$ cat config.mk
export PLATFORM = sky130hd
export DESIGN_NAME = control_unit
export DESIGN_NICKNAME = d
export VERILOG_FILES = /design/src/rtl/control_pkg.sv /design/src/rtl/dec3to8.sv /design/src/rtl/control_unit.sv
export SDC_FILE = /design/constraint.sdc
export NUM_CORES = 1
export LEC_CHECK = 0
export ABC_AREA = 0
export CAP_MARGIN = 5
export CORE_MARGIN = 4
export CORE_UTILIZATION = 40
export DETAILED_ROUTE_END_ITERATION = 8
export PLACE_DENSITY = 0.82
export SYNTH_ARGS = -nofsm -noshare
export SYNTH_HDL_FRONTEND = slang
export SYNTH_SLANG_ARGS = --single-unit
$ cat constraint.sdc
create_clock -name Clock -period 3 [get_ports Clock]
set_clock_uncertainty 0.2 [all_clocks]
set_input_delay 0.6 -clock Clock [delete_from_list [all_inputs] [get_ports Clock]]
set_output_delay 0.6 -clock Clock [all_outputs]
set_load 0.1 [all_outputs]
$ cat src/rtl/control_pkg.sv
// control_pkg: shared definitions for the multicycle control unit.
//   - datapath/opcode widths
//   - opcode constants (ALU codes double as the ULA operation select)
//   - step-state encoding T0..T3
//   - instruction-register field positions
//   - helper that classifies an opcode as a ULA operation
package control_pkg;

    localparam int CU_DATA_W = 16;
    localparam int CU_OP_W   = 4;

    localparam logic [3:0] OP_MV   = 4'b0000;
    localparam logic [3:0] OP_MVI  = 4'b0001;
    localparam logic [3:0] OP_MVNZ = 4'b0100;
    localparam logic [3:0] OP_ADD  = 4'b0101;
    localparam logic [3:0] OP_SUB  = 4'b0110;
    localparam logic [3:0] OP_OR   = 4'b0111;
    localparam logic [3:0] OP_SLT  = 4'b1000;
    localparam logic [3:0] OP_SLL  = 4'b1001;
    localparam logic [3:0] OP_SRL  = 4'b1010;

    typedef enum logic [1:0] {
        T0 = 2'd0,
        T1 = 2'd1,
        T2 = 2'd2,
        T3 = 2'd3
    } state_t;

    // Instruction word fields; bits [5:0] carry no meaning.
    localparam int IR_OP_HI = 15;
    localparam int IR_OP_LO = 12;
    localparam int IR_RX_HI = 11;
    localparam int IR_RX_LO = 9;
    localparam int IR_RY_HI = 8;
    localparam int IR_RY_LO = 6;

    function automatic logic is_alu_op(input logic [3:0] op);
        return (op == OP_ADD) || (op == OP_SUB) || (op == OP_OR) ||
               (op == OP_SLT) || (op == OP_SLL) || (op == OP_SRL);
    endfunction

endpackage

$ cat src/rtl/dec3to8.sv
// dec3to8: 3-bit register index to 8-bit one-hot select with enable.
//   idx    in  3  register index
//   en     in  1  enable; output is all-zero when low
//   onehot out 8  one-hot select (bit idx set when en)
module dec3to8 (
    input  logic [2:0] idx,
    input  logic       en,
    output logic [7:0] onehot
);

    for (genvar gi = 0; gi < 8; gi++) begin : g_bit
        assign onehot[gi] = en && (idx == 3'(gi));
    end

endmodule

$ cat src/rtl/control_unit.sv
// control_unit: multicycle control FSM for the 16-bit bus-based processor.
// Fetches an instruction from DIN in T0, then sequences register-file, A, G
// and bus-mux strobes over T1..T3. Strobes are decoded from the step state
// and the latched instruction.
//   Clock   in   1       system clock, rising edge
//   Resetn  in   1       synchronous active-low reset
//   Run     in   1       start request, looked at only in T0
//   DIN     in   DATA_W  instruction in T0, immediate in T1 of mvi
//   Gnz     in   1       G register is non-zero (mvnz condition)
//   sinal   out  OP_W    ULA operation select
//   Rin     out  8       one-hot write enable R0..R7
//   Rout    out  8       one-hot bus drive R0..R7
//   Ain     out  1       load A from bus
//   Gin     out  1       load G from ULA
//   Gout    out  1       G drives bus
//   DINout  out  1       DIN drives bus
//   Done    out  1       final step of an instruction
module control_unit
    import control_pkg::*;
#(
    parameter int DATA_W = CU_DATA_W,
    parameter int OP_W   = CU_OP_W
) (
    input  logic              Clock,
    input  logic              Resetn,
    input  logic              Run,
    input  logic [DATA_W-1:0] DIN,
    input  logic              Gnz,
    output logic [OP_W-1:0]   sinal,
    output logic [7:0]        Rin,
    output logic [7:0]        Rout,
    output logic              Ain,
    output logic              Gin,
    output logic              Gout,
    output logic              DINout,
    output logic              Done
);

    state_t      state_reg;
    // Only the meaningful instruction bits [15:6] are kept.
    logic [9:0]  ir_reg;
    logic        unused_din_bits;

    assign unused_din_bits = ^DIN[IR_RY_LO-1:0];

    logic [3:0]  op;
    logic [2:0]  rx;
    logic [2:0]  ry;

    assign op = ir_reg[IR_OP_HI-IR_RY_LO:IR_OP_LO-IR_RY_LO];
    assign rx = ir_reg[IR_RX_HI-IR_RY_LO:IR_RX_LO-IR_RY_LO];
    assign ry = ir_reg[IR_RY_HI-IR_RY_LO:0];

    always_ff @(posedge Clock) begin
        if (!Resetn) begin
            state_reg <= T0;
            ir_reg    <= '0;
        end else begin
            case (state_reg)
                T0: begin
                    if (Run) begin
                        ir_reg    <= DIN[IR_OP_HI:IR_RY_LO];
                        state_reg <= T1;
                    end
                end
                T1:      state_reg <= is_alu_op(op) ? T2 : T0;
                T2:      state_reg <= T3;
                default: state_reg <= T0;
            endcase
        end
    end

    logic       rin_en;
    logic       rout_en;
    logic [2:0] rin_sel;
    logic [2:0] rout_sel;

    // Everything stays low while Resetn is low because no state branch is taken.
    always_comb begin
        rin_en   = 1'b0;
        rout_en  = 1'b0;
        rin_sel  = rx;
        rout_sel = ry;
        Ain      = 1'b0;
        Gin      = 1'b0;
        Gout     = 1'b0;
        DINout   = 1'b0;
        Done     = 1'b0;
        sinal    = '0;
        if (Resetn) begin
            case (state_reg)
                T1: begin
                    if (op == OP_MV) begin
                        rout_en = 1'b1;
                        rin_en  = 1'b1;
                        Done    = 1'b1;
                    end else if (op == OP_MVI) begin
                        DINout  = 1'b1;
                        rin_en  = 1'b1;
                        Done    = 1'b1;
                    end else if (op == OP_MVNZ) begin
                        rout_en = Gnz;
                        rin_en  = Gnz;
                        Done    = 1'b1;
                    end else if (is_alu_op(op)) begin
                        // First operand (Rx) goes to A; Ry follows in T2.
                        rout_sel = rx;
                        rout_en  = 1'b1;
                        Ain      = 1'b1;
                    end else begin
                        Done    = 1'b1;
                    end
                end
                T2: begin
                    rout_en = 1'b1;
                    Gin     = 1'b1;
                    sinal   = OP_W'(op);
                end
                T3: begin
                    Gout   = 1'b1;
                    rin_en = 1'b1;
                    Done   = 1'b1;
                end
                default: ;
            endcase
        end
    end

    dec3to8 u_rin_dec (
        .idx    (rin_sel),
        .en     (rin_en),
        .onehot (Rin)
    );

    dec3to8 u_rout_dec (
        .idx    (rout_sel),
        .en     (rout_en),
        .onehot (Rout)
    );

endmodule

---- Word-level counts from Yosys, hierarchy flattened ----
Cells that the tools add are included.
word-level totals
  register bits ........................... 12
  input port bits ......................... 20
  output and inout port bits .............. 25
operators by class
  equal/unequal tests ..................... 26
  multiplexer cells ....................... 41
  reductions and logical operators ........ 26
operators by type and width
  operator            number
  $mux 1              27
  $eq 3x3->1 const B  8
  $mux 3              6
  $eq 4x3->1 const B  4
  $logic_and 1x1->1   16
  $eq 3x2->1 const B  4
  $eq 4x4->1 const B  3
  $mux 4              2
  $eq 3x1->1 const B  2
  $logic_not 3->1     2
  $pmux 1 s2          3
  $pmux 2 s3          1
  $logic_or 1x1->1    5
  $eq 2x2->1 const B  2
  $eq 4x1->1 const B  1
  $logic_not 4->1     1
  $mux 2              2
  $eq 2x1->1 const B  1
  $logic_not 2->1     1
  $ne 2x2->1 const B  1
  $reduce_and 2->1    1

---- Longest topological paths before layout ----
  depth in word-level cells ............... 14
  mapped depth ............................ 7

---- By module ----
From an unflattened synthesis, not the netlist that was laid out.
second synthesis, totals
  cells, all modules ...................... 107
  area, all modules ....................... 932.1 µm²
modules (own cells, without submodules)
  module        times used  cells each  area an instance (µm²)
  control_unit  1           91          739.5
  dec3to8       2           8           96.3

---- Worst setup path before layout ----
No wires, ideal clock.
  kind .................................... input to output
  start ................................... input port Resetn
  end ..................................... output port Rin[0]
  arrival time ............................ 3,819 ps
  data required time ...................... 2,200 ps
  setup slack ............................. -1,619 ps
  stages on the path ...................... 4
  buffers on the path ..................... 0
  cells stage by stage .................... and2_1 -> a21oi_1 -> or2_2 -> nor3_1
on the way
  word-level cells in the longest chain between the ends .. 2
ends and longest elaborated chain
  element            RTL line            text
  start, declared    control_unit.sv:25  input logic Resetn,
  $mux 1             control_unit.sv:90  if (Resetn) begin
  $logic_and 1x1->1  dec3to8.sv:12       assign onehot[gi] = en && (idx == 3'(gi));
  end, declared      control_unit.sv:30  output logic [7:0] Rin,
Every way passes these cells.

---- Worst setup path in the final report ----
  start ................................... input port Gnz
  end ..................................... output port Rin[0]
on the way
  word-level cells in the longest chain between the ends .. 6
ends and longest elaborated chain
  element            RTL line             text
  start, declared    control_unit.sv:28   input logic Gnz,
  $mux 1             control_unit.sv:101  end else if (op == OP_MVNZ) begin
  $mux 1             control_unit.sv:97   end else if (op == OP_MVI) begin
  $mux 1             control_unit.sv:93   if (op == OP_MV) begin
  $pmux 1 s2         control_unit.sv:91   case (state_reg)
  $mux 1             control_unit.sv:90
  $logic_and 1x1->1  dec3to8.sv:12
Every way passes these cells.

==> results.cfg <==
[critical_path]
end_kind = output pin
critPathArrivalTime_ns = 2.16
crit_fanout = 4
critPathLaunchType = primary input
crit_type = in2out
required_ns = 2.20

[floorplan]
ios = 45
start_util_pct = 43.0
die_w_um = 57.2
die_y_um = 57.2
rows = 17
coreArea_um2 = 2250
die_area_um2 = 3270

[clock_tree]
h-tree-depth = 1
numCtsBuffers = 3
cts_tree = built
cts.path.max_buffers = 2
clk_pin_slew_ns = 0.07
root_buffer = clkbuf_4
cts_sinks = 12
clock_latency_ns = 0.28

[yosys]
ys_seq_area_share_pct = 24.8
syn_avg_cell_area_um2 = 8.00
syn-num-nets = 145
synth_xor_area_share_pct = 0
synth_top_family_by_area = simple AND/OR/NAND/NOR gates
synth-edff-count = 0
synthAdderAreaFrac_pct = 6.33
yosys.area.top_type_share_pct = 24.8
yosys_warnings = 0
yosys-top-cells-area = dfxtp_1, nand2_1, a21boi_0
yosysUniqueCellTypes = 30
synthSimpleGateAreaFrac_pct = 42.0
syn-cell-area_um2 = 968
async_flop_share_pct = 0
synth-compound-area-share_pct = 16.8
synth_cells = 121
ys_seq_elements = 12
ys.flop_type = dfxtp_1
synthMuxAreaShare_pct = 6.98
synth_top_cell_by_area = dfxtp_1

[pwr]
p_int_uw = 310
cellPowerDensity_nw_per_um2 = 265
p_sw_uw = 197
seq_power_share_pct = 38.8
combPwrFrac_pct = 41.2
p_sw_share_pct = 38.9
ir_worst_vdd_mv = 0.275
pwr-share-clk_pct = 20.0
power_leakage_uw = 0.000802

[sta]
post-route-period-util_pct = 98.7
report.final.slew_viol_count = 0
setup_ws_ns = 0.0402
max_freq_ghz = 0.338
setup_total_negative_slack_ns = 0
min_period_ns = 2.96
hold_viol = 0
rsz0062_at_grt = no
setup_viol = 0
worst-slew-pin-transition_ns = 0.498
maxSlewHeadroom_pct = 65.9

[finish]
fin_util_pct = 84.7
final-seq-area_um2 = 244
drive_gt1_share_pct = 46.1
syn2layout_area_growth_pct = 97.3
largest_reg_flops = 10
multi_input_area_um2 = 885
fillers = 124
num-nets-final = 193
n_antenna_cell = 0

[worst_hold_path]
hold_path_class = reg2reg

[grt]
grt_pass1_vias = 1105
antenna_found_initial = 0
grt_pass1_wl_um = 4860
grt-ovfl-total = 0
grt_max_degree = 19
gr-usage-all-layers_pct = 18.8

[routing]
dr.first_iter.drc_count = 13
drc = 0
wl_per_cell_um = 14.7
routed_wirelength_um = 2880
vias = 1024
via_per_inst = 5.25
postRouteAntennaNets = 0
dr.pass1.iters = 4

[place]
routabilityCongestion = 0.780
pre_cts_ws_ns = -0.259
dpl.hpwl_um = 2390
io_buffers = 38

[status]
run_status = finished clean

[run]
max-cap-violations = 0
[power groups by stage]
stage	sequential [µW]	combinational [µW]	clock, µW
after detailed placement	199	202	0
after floorplan	190	143	0
after global placement	197	194	0
after global routing	200	221	112
final	197	209	102
after CTS	196	210	102
[path summary, 6_finish.rpt]
| kind | start | slack [ns] | end | cells past startpoint |
|---|---|---|---|---|
| min reg2reg | ir_reg[9] | 0.32 | ir_reg[9] | 2 |
| min | ir_reg[9] | 0.32 | ir_reg[9] | 2 |
| max reg2reg | state_reg[0] | 1.40 | ir_reg[0] | 5 |
| max | Gnz | 0.04 | Rin[0] | 7 |
[what timing repair did]
item | CTS | global route
buffers inserted | 2 | 0
pin swaps | 1 | 2
hold buffers | 0 | 0
endpoints found under the setup margin | 16 | 5
resized for setup | 5 | 3
[Yosys cell counts (3+ instances only)]
| cell | instances |
|---|---|
| nor3_1 | 7 |
| nor3b_2 | 5 |
| dfxtp_1 | 12 |
| nand2b_1 | 4 |
| and3_1 | 4 |
| clkbuf_1 | 3 |
| o21ai_0 | 3 |
| a21boi_0 | 10 |
| inv_1 | 4 |
| nand2_1 | 27 |
| a21oi_1 | 3 |
| nor2_1 | 9 |
| ha_1 | 4 |
| and2_1 | 3 |
| mux2i_1 | 3 |
| nor2b_1 | 6 |
[worst max-delay path, stage by stage]
cell and delay, ns:
clkdlybuf4s50_1 0.50, inv_1 0.05, o21ai_0 0.16, a21oi_1 0.14, or2_4 0.33, nor3_4 0.16
buf_12 0.20
[through the flow]
stage,hold WS (ns),power [µW],instances,instance area (µm²)
after floorplan,0.268,333,121,1140
after global routing,0.358,533,195,1910
after global placement,0.291,391,190,1840
final,0.318,507,195,1910
after CTS,0.319,508,195,1900
after detailed placement,0.307,402,190,1840
[layer usage]
metal	up-vias	routed length [µm]	GRT usage [%]	part of all wire, %
met5	-	0	0	0
met4	0	99	9.93	3.4
met3	9	138	2.94	4.8
met2	33	1540	35.4	54
met1	480	1100	19.8	38
li1	502	-	-	-
[layout make-up]
cell class / count / share of cell area, %
inverter: 4 / 0.786
clock buffer: 3 / 1.18
multi-input combinational: 101 / 46.3
tap: 28 / 1.83
timing repair buffer: 47 / 37.1
sequential: 12 / 12.8
[cell usage in the layout (no fill, tap or decap), drive strengths merged, types with 5 or more instances in the layout]
cell type | synthesis | layout
nor2b | 6 | 6
nor3b | 5 | 5
buf | 1 | 34
nor2 | 10 | 10
nor3 | 7 | 7
and3 | 5 | 5
nand2 | 27 | 27
dfxtp | 12 | 12
a21boi | 10 | 10
clkdlybuf4s50 | 0 | 12
[kinds of logic (layout without fill, tap and decap cells)]
kind of cell,count (synthesis),count (layout)
DFF,12,12
muxes,5,5
adders and majority gates,5,5
buffers and inverters,8,54
and+or+nand+nor,72,72
AOI/OAI and AO/OA,19,19
No activity file was read; power rests on OpenSTA's default activity.
